### config.mk
export PLATFORM = sky130hd
export DESIGN_NAME = uart_tx_arbiter
export DESIGN_NICKNAME = d
export VERILOG_FILES = /design/src/rtl/uart_tx_arbiter.sv
export SDC_FILE = /design/constraint.sdc
export NUM_CORES = 1
export LEC_CHECK = 0
export CORE_MARGIN = 3
export CORE_UTILIZATION = 46
export CTS_BUF_LIST = sky130_fd_sc_hd__clkbuf_4 sky130_fd_sc_hd__clkbuf_8 sky130_fd_sc_hd__clkbuf_16
export DETAILED_ROUTE_END_ITERATION = 8
export PLACE_DENSITY = 0.8
export SLEW_MARGIN = 10
export SYNTH_ARGS = -nofsm -noshare
export SYNTH_HDL_FRONTEND = slang
export SYNTH_SLANG_ARGS = --single-unit
### constraint.sdc
create_clock -name clk -period 2.3 [get_ports clk]
set_input_delay 0.46 -clock clk [delete_from_list [all_inputs] [get_ports clk]]
set_output_delay 0.46 -clock clk [all_outputs]
set_load 0.005 [all_outputs]
### src/rtl/uart_tx_arbiter.sv
// Round-robin arbiter sharing one UART transmitter among NUM_REQ byte sources.
// Loads Tx_dv/Tx_Byte, waits for Tx_done under a watchdog, then idles GAP_CLKS clocks.
module uart_tx_arbiter #(
  parameter int NUM_REQ      = 4,
  parameter int GAP_CLKS     = 4,
  parameter int TIMEOUT_CLKS = 64
) (
  input  logic                 clk,
  input  logic                 rst,
  input  logic [NUM_REQ-1:0]   req,
  input  logic [8*NUM_REQ-1:0] req_byte,
  output logic [NUM_REQ-1:0]   grant,
  output logic                 Tx_dv,
  output logic [7:0]           Tx_Byte,
  input  logic                 Tx_done,
  output logic                 busy,
  output logic                 timeout_err
);

  localparam int LW   = $clog2(NUM_REQ);
  localparam int WD_W = $clog2(TIMEOUT_CLKS) + 1;
  localparam int GC_W = (GAP_CLKS > 0) ? $clog2(GAP_CLKS + 1) : 1;

  typedef enum logic [1:0] {IDLE, LOAD, WAIT, GAP} state_t;

  state_t             state, state_n;
  logic [LW-1:0]      last, last_n;
  logic [WD_W-1:0]    wd, wd_n;
  logic [GC_W-1:0]    gc, gc_n;
  logic [7:0]         byte_n;
  logic [NUM_REQ-1:0] grant_n;
  logic               dv_n, busy_n, terr_n;

  logic [LW-1:0]      win, idx;
  logic               found;

  // Search starts just past the last winner so every holder is served in turn.
  always_comb begin
    win   = '0;
    idx   = '0;
    found = 1'b0;
    for (int k = 1; k <= NUM_REQ; k++) begin
      idx = LW'((int'(last) + k) % NUM_REQ);
      if (!found && req[idx]) begin
        found = 1'b1;
        win   = idx;
      end
    end
  end

  always_comb begin
    state_n = state;
    last_n  = last;
    wd_n    = wd;
    gc_n    = gc;
    byte_n  = Tx_Byte;
    grant_n = '0;
    dv_n    = 1'b0;
    terr_n  = 1'b0;
    unique case (state)
      IDLE: begin
        if (found) begin
          last_n  = win;
          byte_n  = req_byte[{win, 3'b000} +: 8];
          grant_n = NUM_REQ'(1) << win;
          dv_n    = 1'b1;
          state_n = LOAD;
        end
      end
      LOAD: begin
        wd_n    = '0;
        state_n = WAIT;
      end
      WAIT: begin
        wd_n = (wd == '1) ? wd : wd + 1'b1;
        gc_n = '0;
        if (Tx_done) begin
          state_n = (GAP_CLKS == 0) ? IDLE : GAP;
        end else if (wd == WD_W'(TIMEOUT_CLKS - 2)) begin
          // Pulse lands on the cycle the watchdog reaches TIMEOUT_CLKS-1.
          terr_n  = 1'b1;
          state_n = (GAP_CLKS == 0) ? IDLE : GAP;
        end
      end
      GAP: begin
        if (int'(gc) >= GAP_CLKS - 1) begin
          state_n = IDLE;
        end else begin
          gc_n = (gc == '1) ? gc : gc + 1'b1;
        end
      end
      default: state_n = IDLE;
    endcase
    busy_n = (state_n != IDLE);
  end

  always_ff @(posedge clk) begin
    if (rst) begin
      state       <= IDLE;
      last        <= LW'(NUM_REQ - 1);
      wd          <= '0;
      gc          <= '0;
      Tx_Byte     <= 8'h00;
      grant       <= '0;
      Tx_dv       <= 1'b0;
      busy        <= 1'b0;
      timeout_err <= 1'b0;
    end else begin
      state       <= state_n;
      last        <= last_n;
      wd          <= wd_n;
      gc          <= gc_n;
      Tx_Byte     <= byte_n;
      grant       <= grant_n;
      Tx_dv       <= dv_n;
      busy        <= busy_n;
      timeout_err <= terr_n;
    end
  end

endmodule

==> impl_results.rst <==
.. list-table::
   :header-rows: 1

   * - Metric
     - Value
   * - Quantity of gates resized following cts
     - 0
   * - Final period util
     - 90.0%
   * - Number of primary I/O pins
     - 54
   * - Via density
     - 5.49
   * - Part of the Yosys area used for sequential elements
     - 34.9%
   * - Share of power burned in combinational logic
     - 34.6%
   * - Peak-usage layer in the global routing report
     - met2
   * - Vias after detailed routing
     - 1657
   * - Net Sw Frac
     - 31.9%
   * - Clock Power Share
     - 22.4%
   * - Most used flip-flop cell after synthesis
     - dfxtp_1
   * - Delay of the slowest critical-path stage
     - 0.62 ns
   * - Endpoint of the lowest-slack register-to-register path
     - Tx_Byte[4]$_SDFFE_PP0P_
   * - Pwr/cell area
     - 603 nW/um^2
   * - Depth of the worst register-to-register path
     - 5
   * - Synth cell types
     - 38
   * - Slew Limit Headroom
     - 53.4%
   * - Start point of the critical path
     - req[3]
   * - Master of the slowest instance on the critical path
     - o31ai_4
   * - Met1 track demand over resource
     - 24.6%
   * - Slew Viols, Final
     - 0
   * - Data required, critical path
     - 2.55 ns
   * - Kind of critical path
     - in2reg
   * - Number of synthesized register bits
     - 29
   * - Startpoint of the tightest hold check path
     - Tx_Byte[6]$_SDFFE_PP0P_
   * - Global-route congestion overflow total
     - 0
   * - Global routing met3 resource utilization
     - 4.59%
   * - Clock period minus worst slack
     - 2.07 ns
   * - Diode insertion count for antenna repair
     - 0
   * - Largest fanout on the critical path
     - 19
   * - Floorplan row count
     - 21
   * - Area growth, synth to finish
     - 40.3%
   * - Average cell area after synthesis
     - 8.50 sq um
   * - Cells after Synth
     - 196
   * - Number of detailed-routing iterations run before antenna repair
     - 6
   * - Switching power total
     - 449 uW
   * - Setup repair after global routing missed its margin
     - false
   * - Fraction of synthesis flops using an asynchronous set or reset pin
     - 0%
   * - Wire length of the first global-routing pass
     - 6770 um
   * - Worst setup EP type
     - flop
   * - Initial core utilization
     - 48.8%
   * - Antenna violations before repair
     - 0
   * - Outcome
     - complete, no violations
   * - Slew at the pin closest to its max-slew limit
     - 0.698 ns
   * - Yosys warnings
     - 0
   * - Core Area
     - 3420 sq um
   * - Arrival time of data at the critical path endpoint
     - 2.32 ns
   * - Layout Nets
     - 299
   * - Final hold vios
     - 0
   * - Overall die area
     - 4380 sq um
   * - Post-layout total power
     - 1.41 mW
   * - DRC violation count after routing
     - 0
   * - Final clock skew
     - 0.00693 ns
   * - Mapped Area
     - 1670 sq um
   * - Post-synth EDFFs
     - 0
   * - Total routed wirelength
     - 4130 um
   * - Synth area leader
     - dfxtp_1
   * - Hold buffer count at CTS
     - 0
   * - Root buf cell
     - clkbuf_4
   * - Critical-path cell list
     - clkdlybuf4s50_1 > and3b_1 > o31ai_4 > nand3_1 > mux2_2 > o211ai_1
   * - Final estimated routing congestion in global placement
     - 0.777
   * - Wire length per cell after detailed routing
     - 13.7 um
   * - Post-route antenna net violation count
     - 0
   * - Reported max-cap violation count
     - 0
   * - Internal Power
     - 960 uW
   * - Relative contribution of sequential cells to total power
     - 43.0%
   * - Endpoint, Worst Hold
     - Tx_Byte[6]$_SDFFE_PP0P_
   * - Clock Latency Late Sink
     - 0.33 ns
   * - Leak
     - 0.893 nW
   * - Clock buffers created by TritonCTS
     - 5
   * - TritonCTS sink count
     - 29
   * - Post-synth net total
     - 240
   * - Main area contributors after synthesis
     - dfxtp_1 35%, o211ai_1 6.3%, mux2i_1 6.0%, mux2_2 5.4%, nand3_1 5.1%
   * - Final Setup Violations
     - 0
   * - Chip Height
     - 66.2 um
   * - Maximum ir drop on the vdd rail
     - 0.358 mV
   * - GRT Util Overall
     - 19.8%
   * - H-tree Lvls
     - 2
   * - Sum Neg Setup Slack
     - 0 ns
   * - Number of inserted filler cells in the final layout
     - 301
   * - Setup slack of the most critical reg-to-reg path
     - 0.36 ns
   * - Die X
     - 66.2 um
   * - Class of the worst hold path
     - reg2reg
   * - Share of the synthesized area in the top cell type
     - 34.9%
   * - Critical R2R Launch
     - last[1]$_SDFFE_PP1P_
   * - Vias in the first global route
     - 1511
   * - Highest achievable clock rate
     - 483 MHz
   * - Met2 Usage GRT
     - 33.2%
   * - DP Wirelength
     - 3010 um
   * - Pin count of the biggest net entering global routing
     - 23
   * - Critical Path Source Type
     - input pin
   * - Share of layout cells above drive strength 1
     - 12.1%
   * - Buffer count from post-CTS setup fixing
     - 0
   * - CTS tree
     - done
   * - Worst hold stages
     - 2
   * - Largest buffer count on any clock path
     - 2
   * - Number of I/O port buffers
     - 53
   * - Clock-pin slew on the worst setup and hold paths
     - 0.10 ns
   * - Iteration-0 DRC count of the detailed router
     - 76
critical path, delay by kind of cell:
family / cells / cell delay, ns
buf+inv: 1 / 0.45
mux: 1 / 0.31
simple gates: 2 / 0.38
compound gates: 2 / 0.72
layout make-up:
| cell class | instances | area (sq um) | share of cell area (%) |
|---|---|---|---|
| well taps | 46 | 57.6 | 2.46 |
| repair buffers | 63 | 631 | 27.0 |
| flip-flops and latches | 29 | 581 | 24.8 |
| clock buffers | 6 | 45.0 | 1.93 |
| multi-input cells | 148 | 983 | 42.1 |
| inverters | 8 | 30.0 | 1.28 |
| clock inverters | 2 | 10.0 | 0.428 |
synth_stat cells (2+ instances only):
cell type / n
nand4_1: 6
dfxtp_1: 29
or4_1: 3
nor2b_1: 7
a31oi_1: 3
clkbuf_1: 4
nand3b_1: 2
buf_6: 3
o21ai_0: 7
buf_2: 3
inv_1: 7
a211o_1: 2
nor2_1: 15
mux2i_1: 10
nand2b_1: 3
o211ai_1: 14
ha_1: 5
mux2_2: 8
nand3_1: 17
nand2_1: 17
and3b_1: 2
and3_1: 2
a21oi_1: 12
registers in the layout (all words and copies together) (netlist names):
name and count:
Tx_Byte 8, wd 7, grant 4, gc 3
last 2, state 2, Tx_dv 1, busy 1
timeout_err 1
power by group through the flow:
stage	combinational (mW)	clock [mW]	sequential, mW
final	0.488	0.315	0.606
after global routing	0.532	0.350	0.614
after CTS	0.490	0.329	0.606
after detailed placement	0.487	0	0.615
after global placement	0.481	0	0.616
after floorplan	0.278	0	0.605
cells in the final DEF (no fill, tap or decap), types with 2 or more instances in the layout:
cell	synthesis	layout
mux2_2	8	8
nand2b_1	3	3
nand4_1	6	6
clkdlybuf4s50_1	0	53
buf_4	1	8
and3_1	2	2
ha_1	5	5
clkbuf_4	0	6
nand3_1	17	17
inv_1	7	7
o211ai_1	14	14
a211o_1	2	2
dfxtp_1	29	29
nand2_1	17	17
nor2_1	15	15
nand3b_1	2	2
a21oi_1	12	12
nor2b_1	7	7
clkinv_2	0	2
mux2i_1	10	10
a31oi_1	3	3
o21ai_0	7	7
buf_12	0	2
and3b_1	2	2
or4_1	3	3
stage by stage:
| stage | cells | setup WS (ns) | hold WS, ns | utilization (%) | cell area [sq um] |
|---|---|---|---|---|---|
| floorplan | 196 | 0.490 | 0.459 | - | 1670 |
| global placement | 294 | -0.0219 | 0.469 | 66.8 | 2280 |
| detailed placement | 294 | -0.0786 | 0.474 | 66.8 | 2280 |
| CTS | 302 | 0.260 | 0.497 | 68.4 | 2340 |
| global route | 302 | 0.117 | 0.533 | 68.4 | 2340 |
| finish | 302 | 0.231 | 0.494 | 68.4 | 2340 |
per-layer routing:
metal  up-vias  wire, um
met5         -         0
met4         0        70
met3         8       136
met2        33      2080
met1       778      1850
li1        838         -
cells by family (layout without fill, tap and decap cells):
| kind of cell | after synthesis | in the layout | share of synthesized area [%] |
|---|---|---|---|
| buffers and inverters | 19 | 79 | 6.09 |
| adders and majority gates | 5 | 5 | 3.76 |
| DFF | 29 | 29 | 34.9 |
| and+or+nand+nor | 80 | 80 | 25.3 |
| muxes | 18 | 18 | 11.4 |
| AOI/OAI and AO/OA | 45 | 45 | 18.6 |
how the worst max path moves through the flow:
stage	endpoint	cells past startpoint	slack, ns
2_1_floorplan	Tx_Byte[0]$_SDFFE_PP0P_	7	0.49
6_report	Tx_Byte[4]$_SDFFE_PP0P_	6	0.23
5_1_grt	Tx_Byte[4]$_SDFFE_PP0P_	6	0.12
3_5_place_dp	Tx_Byte[1]$_SDFFE_PP0P_	6	-0.08
4_1_cts	Tx_Byte[4]$_SDFFE_PP0P_	6	0.26
3_3_place_gp	Tx_Byte[7]$_SDFFE_PP0P_	6	-0.02
(Power assumes the default switching activity.)
